### src/rtl/hs_acc_pkg.sv
// Shared types and defaults for the four-phase accumulating arbiter.
package hs_acc_pkg;

    localparam int unsigned WIDTH_DEF = 8;
    localparam int unsigned CNT_W_DEF = 8;

    typedef enum logic [1:0] {
        IDLE = 2'd0,
        ACK  = 2'd1,
        DONE = 2'd2
    } state_t;

endpackage

### src/rtl/hs_acc_arbiter_rr_arb2.sv
// Two-way round-robin selector: one-hot grant plus the pointer value to adopt if the grant is taken.
module rr_arb2 (
    input  logic [1:0] req,
    input  logic       ptr,
    input  logic       en,
    output logic [1:0] gnt,
    output logic       ptr_next
);

    always_comb begin
        gnt      = '0;
        ptr_next = ptr;
        if (en) begin
            unique case (req)
                2'b01:   gnt = 2'b01;
                2'b10:   gnt = 2'b10;
                2'b11:   gnt = ptr ? 2'b10 : 2'b01;
                default: gnt = '0;
            endcase
            // Priority passes to whichever requester was not just served.
            if (gnt[0]) begin
                ptr_next = 1'b1;
            end else if (gnt[1]) begin
                ptr_next = 1'b0;
            end
        end
    end

endmodule

### src/rtl/hs_acc_arbiter.sv
// Arbitrates two four-phase requesters, accumulating each granted operand until limit transfers complete.
module hs_acc_arbiter
    import hs_acc_pkg::*;
#(
    parameter int unsigned WIDTH = WIDTH_DEF,
    parameter int unsigned CNT_W = CNT_W_DEF
) (
    input  logic             clk,
    input  logic             resetn,
    input  logic             stb0,
    input  logic [WIDTH-1:0] data0,
    output logic             ack0,
    input  logic             stb1,
    input  logic [WIDTH-1:0] data1,
    output logic             ack1,
    input  logic [CNT_W-1:0] limit,
    output logic [WIDTH-1:0] AC,
    output logic [CNT_W-1:0] count,
    output logic             done
);

    state_t     state;
    state_t     state_next;
    logic       ptr;
    logic       ptr_next;
    logic       gsel;
    logic [1:0] req;
    logic [1:0] gnt;
    logic       arb_en;
    logic       grant;
    logic       stb_g;
    logic       release_ack;

    assign req = {stb1, stb0};

    rr_arb2 u_arb (
        .req      (req),
        .ptr      (ptr),
        .en       (arb_en),
        .gnt      (gnt),
        .ptr_next (ptr_next)
    );

    always_ff @(posedge clk or negedge resetn) begin
        if (!resetn) begin
            state <= IDLE;
        end else begin
            state <= state_next;
        end
    end

    always_comb begin
        state_next = state;
        unique case (state)
            IDLE: begin
                // The limit check wins over any pending strobe.
                if (!(count < limit)) begin
                    state_next = DONE;
                end else if (grant) begin
                    state_next = ACK;
                end
            end
            ACK: begin
                if (!stb_g) begin
                    state_next = IDLE;
                end
            end
            DONE:    state_next = DONE;
            default: state_next = IDLE;
        endcase
    end

    always_comb begin
        arb_en      = (state == IDLE) && (count < limit);
        grant       = arb_en && (gnt != 2'b00);
        stb_g       = gsel ? stb1 : stb0;
        release_ack = (state == ACK) && !stb_g;
    end

    always_ff @(posedge clk or negedge resetn) begin
        if (!resetn) begin
            ptr   <= 1'b0;
            gsel  <= 1'b0;
            AC    <= '0;
            count <= '0;
            ack0  <= 1'b0;
            ack1  <= 1'b0;
            done  <= 1'b0;
        end else begin
            if (grant) begin
                // Operand is captured only here; later data changes are ignored.
                AC    <= AC + (gnt[1] ? data1 : data0);
                count <= count + CNT_W'(1);
                ack0  <= gnt[0];
                ack1  <= gnt[1];
                gsel  <= gnt[1];
                ptr   <= ptr_next;
            end else if (release_ack) begin
                ack0 <= 1'b0;
                ack1 <= 1'b0;
            end
            if (state_next == DONE) begin
                done <= 1'b1;
            end
        end
    end

endmodule

### config.mk
export PLATFORM = sky130hd
export DESIGN_NAME = hs_acc_arbiter
export DESIGN_NICKNAME = d
export VERILOG_FILES = /design/src/rtl/hs_acc_pkg.sv /design/src/rtl/hs_acc_arbiter_rr_arb2.sv /design/src/rtl/hs_acc_arbiter.sv
export SDC_FILE = /design/constraint.sdc
export NUM_CORES = 1
export LEC_CHECK = 0
export CAP_MARGIN = 20
export CORE_MARGIN = 2
export CORE_UTILIZATION = 30
export DETAILED_ROUTE_END_ITERATION = 10
export DONT_BUFFER_PORTS = 1
export GPL_TIMING_DRIVEN = 0
export PLACE_DENSITY = 0.4
export SYNTH_ARGS = -nofsm -noshare
export SYNTH_HDL_FRONTEND = slang
export SYNTH_SLANG_ARGS = --single-unit
export TNS_END_PERCENT = 5
### constraint.sdc
create_clock -name clk -period 9 [get_ports clk]
set_input_delay 0.9 -clock clk [delete_from_list [all_inputs] [get_ports clk]]
set_output_delay 0.9 -clock clk [all_outputs]
set_load 0.1 [all_outputs]
* Yosys cells after proc, flatten, opt, wreduce, memory -nomap -nowiden
Index checks and enable logic that the tools add are counted.
** Storage, ports and cells
- Register bits after elaboration :: 23
- Bits of input ports :: 28
- Word-level logic and storage cells :: 41
** Operators by class
- $add $sub $neg :: 2
- $lt $le $gt $ge :: 1
- Eq/ne operators :: 6
- Muxes and demuxes :: 15
- Reduce and logical (&&, ||, !) cells :: 9
** Operator list (number)
- two-way mux 2 bit :: 6
- one-hot mux 2 bit (3 select lines) :: 2
- adder 8 x 1 -> 8 bit (second input constant) :: 1
- adder 8 bit :: 1
- == test 2 bit (second input constant) :: 4
- < comparator 8 bit :: 1
- two-way mux 8 bit :: 1
- two-way mux 1 bit :: 6
- nonzero test 2 bit :: 3
- == test 2 x 1 -> 1 bit (second input constant) :: 2
- logical AND 1 bit :: 3
- AND reduction 3 bit :: 1
- logical NOT 2 bit :: 1
- logical NOT 1 bit :: 1

* Depth between registers and ports, before layout
- Word-level depth :: 10
- Depth in mapped cells :: 16
- Depth with buffers taken out :: 15

* Cells and area by module
A second synthesis with hierarchy kept.
** Unflattened totals
- Cell total of the unflattened synthesis :: 151
- Area total of the unflattened synthesis :: 1551.5 um^2
** By module, submodules not included
- hs_acc_arbiter :: times used 1, cells each 144, area an instance 1515.2 um^2, sequential area each 575.6 um^2
- rr_arb2 :: times used 1, cells each 7, area an instance 36.3 um^2, sequential area each 0.0 um^2

* Least setup slack after synthesis
OpenSTA, ideal clock, no wires.
- Path kind :: reg2reg
- From :: reg count[1]
- To :: reg AC[6]
- Library setup time :: 129 ps
- Data arrival time :: 4051 ps
- Required time :: 8871 ps
- Path slack :: 4820 ps
- Cell stages (with the launch flop) :: 15
- Clock period less this slack :: 4180 ps
- Cells stage by stage :: dfrtp_1 > ha_1 > a2111oi_4 > o21ai_2 > a211oi_2 > buf_2 > mux2_2 > ha_1 > fa_1 > a21oi_1 > o21bai_1 > a21o_1 > a21oi_1 > xor2_1 > o21ai_0
** Between the ends
- Word-level cells in the longest chain between the ends :: 5
- Elaborated cells between the ends (all ways) :: 7
- Those cells by class :: 1 x add/sub; 1 x order compare; 2 x mux; 3 x reduce/logical
** Ends and longest elaborated chain
- start, declared :: line hs_acc_arbiter.sv:18 : output logic [CNT_W-1:0] count,
- start signal, assigned :: line hs_acc_arbiter.sv:93 : count <= count + CNT_W'(1);
- < comparator 8 bit * :: line hs_acc_arbiter.sv:74 : arb_en = (state == IDLE) && (count < limit);
- logical AND 1 bit * :: line hs_acc_arbiter.sv:74
- two-way mux 2 bit :: line hs_acc_arbiter_rr_arb2.sv:13 : if (en) begin
- two-way mux 8 bit or nonzero test 2 bit (tied branches) :: line hs_acc_arbiter.sv:92, hs_acc_arbiter.sv:75
- adder 8 bit or logical AND 1 bit (tied branches) :: line hs_acc_arbiter.sv:92, hs_acc_arbiter.sv:75
- end signal, assigned :: line hs_acc_arbiter.sv:92 : AC <= AC + (gnt[1] ? data1 : data0);
- end, declared :: line hs_acc_arbiter.sv:17 : output logic [WIDTH-1:0] AC,
Every way passes the cells marked *; elsewhere a longest branch is shown, timed or not.
A chain may end at the register's enable or synchronous reset.

* Final worst setup path
Ends and elaborated chain as after synthesis.

==> out/metrics.yaml <==
post_cts_buffers: 0
ctsHoldBuffers: 0
fin_crit_sh_pct: 50.7
drc_errors: 0
grt_start_max_net_pins: 24
path_class: "reg -> reg"
cts-buffers-inserted: 3
yosysWarnings: 0
holdCritPathClass: "in -> async"
drt_iter0_drc: 41
routed_wl_mm: 3.21
diodes: 0
grt-ovfl-total: 0
status: "finished clean"
synth_cell_types: 32
period_minus_slack_ns: 4.56
hold_viol: 0
dr.pass1.iters: 4
die_x_microns: 74.3
syn_area_sq_mm: 0.00148
cp-end-kind: "flop"
vias: 1043
grt_pass1_wl_mm: 5.15
ant_nets: 0
path_max_fanout: 10
fp.dieH_microns: 74.3
clockBufferDepth: 2
initial_core_util_pct: 31.2
h-tree-depth: 1
antenna_found_initial: 0
dp_hpwl_mm: 2.39
place.gp.congestion: 0.759
drive_gt1_share_pct: 11.8
vias_per_cell: 4.76
finalSetupViolations: 0
numPortBuffers: 0
rows: 25
drv_slew: 0
crit_path_start_kind: "flop"
skew_ns: 0.0103
clk-insertion-delay-late_ns: 0.27
wl_per_cell_microns: 14.7
cts_sinks: 23
syn_avg_cell_area_sq_um: 10.0
rsz0062_at_grt: "no"
slew_headroom_pct: 27.7
yosysSeqAreaShare_pct: 38.8
max_freq_mhz: 219
synthToLayoutAreaGrowth_pct: 8.77
clk_pin_slew_ns: 0.10
nNetsFinal: 197
synth_fp_nets: 192
worstMarginPinSlew_ns: 1.09
fin_util_pct: 33.9
ios: 47
drv_cap: 0
worstPathArrival_ns: 4.72
core_area_sq_mm: 0.00475
cts_tree: "built"
synth_seq_cells: 23
setup_tns_ns: 0
die-area_sq_mm: 0.00552
grt_pass1_vias: 1041
netlist_instances: 148
gr-usage-all-layers_pct: 12.5
post_cts_resize_count: 0
cp.required_ns: 9.15
cts_root_buf: "clkbuf_8"
metal layers:
| metal | part of all wire [%] | routed length, microns | GRT usage (%) |
|---|---|---|---|
| met1 | 47 | 1510 | 16.3 |
| met2 | 46 | 1490 | 19.9 |
| met3 | 5.9 | 189 | 3.12 |
| met4 | 0.69 | 22 | 4.76 |
| met5 | 0 | 0 | 0 |
flip-flops by register name (all words and copies together), names as in the netlist:
register  count
AC            8
count         8
ack0          1
gsel          1
done          1
ptr           1
ack1          1
state         2
synth_stat cells:
library cell	instances	area [sq um]
nor3_1	3	15.0
o21ai_2	1	8.76
mux2_2	7	78.8
a22oi_1	1	7.51
nand3_1	5	25.0
nand2b_4	1	13.8
o21a_1	1	7.51
a21oi_1	6	30.0
a21o_1	5	37.5
or2_2	1	6.26
buf_2	1	5.00
a211oi_1	2	15.0
mux2i_1	2	20.0
clkbuf_1	1	3.75
nand4_1	3	18.8
xnor2_1	10	87.6
a2111oi_4	1	27.5
xor2_1	3	26.3
a211oi_2	1	12.5
nand2_1	22	82.6
o2111ai_1	1	8.76
a211oi_4	1	20.0
fa_1	1	20.0
o21ai_0	9	45.0
o21bai_1	2	15.0
or3_1	1	6.26
dfrtp_1	23	576
inv_1	9	33.8
nor3b_1	1	7.51
nor2_1	7	26.3
a211o_1	1	8.76
ha_1	15	188
per-stage QoR:
stage	hold WS (ns)	area (sq um)	setup slack [ns]	instances
floorplan	0.465	1480	4.82	148
global placement	0.481	1570	4.42	215
detailed placement	0.488	1570	4.41	215
CTS	0.299	1610	4.41	219
global route	0.289	1610	4.12	219
finish	0.309	1610	4.44	219
final timing paths:
kind                                       from                 to  slack, ns  depth (start not counted)
setup reg to reg           count[1]$_DFFE_PN0P_  AC[6]$_DFFE_PN0P_       4.44                         14
hold / removal                           resetn  AC[5]$_DFFE_PN0P_       0.31                          0
min in group clk               gsel$_DFFE_PN0P_   gsel$_DFFE_PN0P_       0.51                          1
setup / recovery           count[1]$_DFFE_PN0P_  AC[6]$_DFFE_PN0P_       4.44                         14
max in group asynchronous                resetn  AC[4]$_DFFE_PN0P_       8.61                          0
hold reg to reg                gsel$_DFFE_PN0P_   gsel$_DFFE_PN0P_       0.51                          1
area by class of cell:
class / count / area [sq um]
Inverter: 9 / 33.8
Clock buffer: 3 / 41.3
Fill cell: 506 / 3140
Sequential cell: 23 / 576
Tap cell: 67 / 83.8
Multi-Input combinational cell: 114 / 866
Clock inverter: 1 / 5.00
Buffer: 2 / 8.76
critical path: stages (launching register included):
cell,delay (ns)
dfrtp_1,1.06
ha_1,0.42
a2111oi_4,0.31
o21ai_2,0.18
a211oi_2,0.30
buf_2,0.31
mux2_2,0.37
ha_1,0.21
fa_1,0.41
a21oi_1,0.16
o21bai_1,0.11
a21o_1,0.19
a21oi_1,0.16
xor2_1,0.16
o21ai_0,0.09
logic make-up (layout without fill, tap and decap cells):
| group | Yosys count | after routing | synth area share (%) |
|---|---|---|---|
| DFF | 23 | 23 | 38.8 |
| muxes | 9 | 9 | 6.66 |
| buffers and inverters | 11 | 15 | 2.87 |
| xor gates and xnor gates | 13 | 13 | 7.67 |
| AOI/OAI and AO/OA | 32 | 32 | 16.4 |
| and+or+nand+nor | 44 | 44 | 13.6 |
| adders and majority gates | 16 | 16 | 14.0 |
layout by cell type, fill, tap and decap left out, drive strengths merged, types with 5 or more instances in the layout:
master	Yosys	layout
ha	15	15
inv	9	9
o21ai	10	10
dfrtp	23	23
nor2	7	7
a21oi	6	6
mux2	7	7
a21o	5	5
nand3	5	5
xnor2	10	10
nand2	22	22
Power is not shown: default switching activity piles up to over one toggle a cycle in this logic, so the estimate is an artifact.
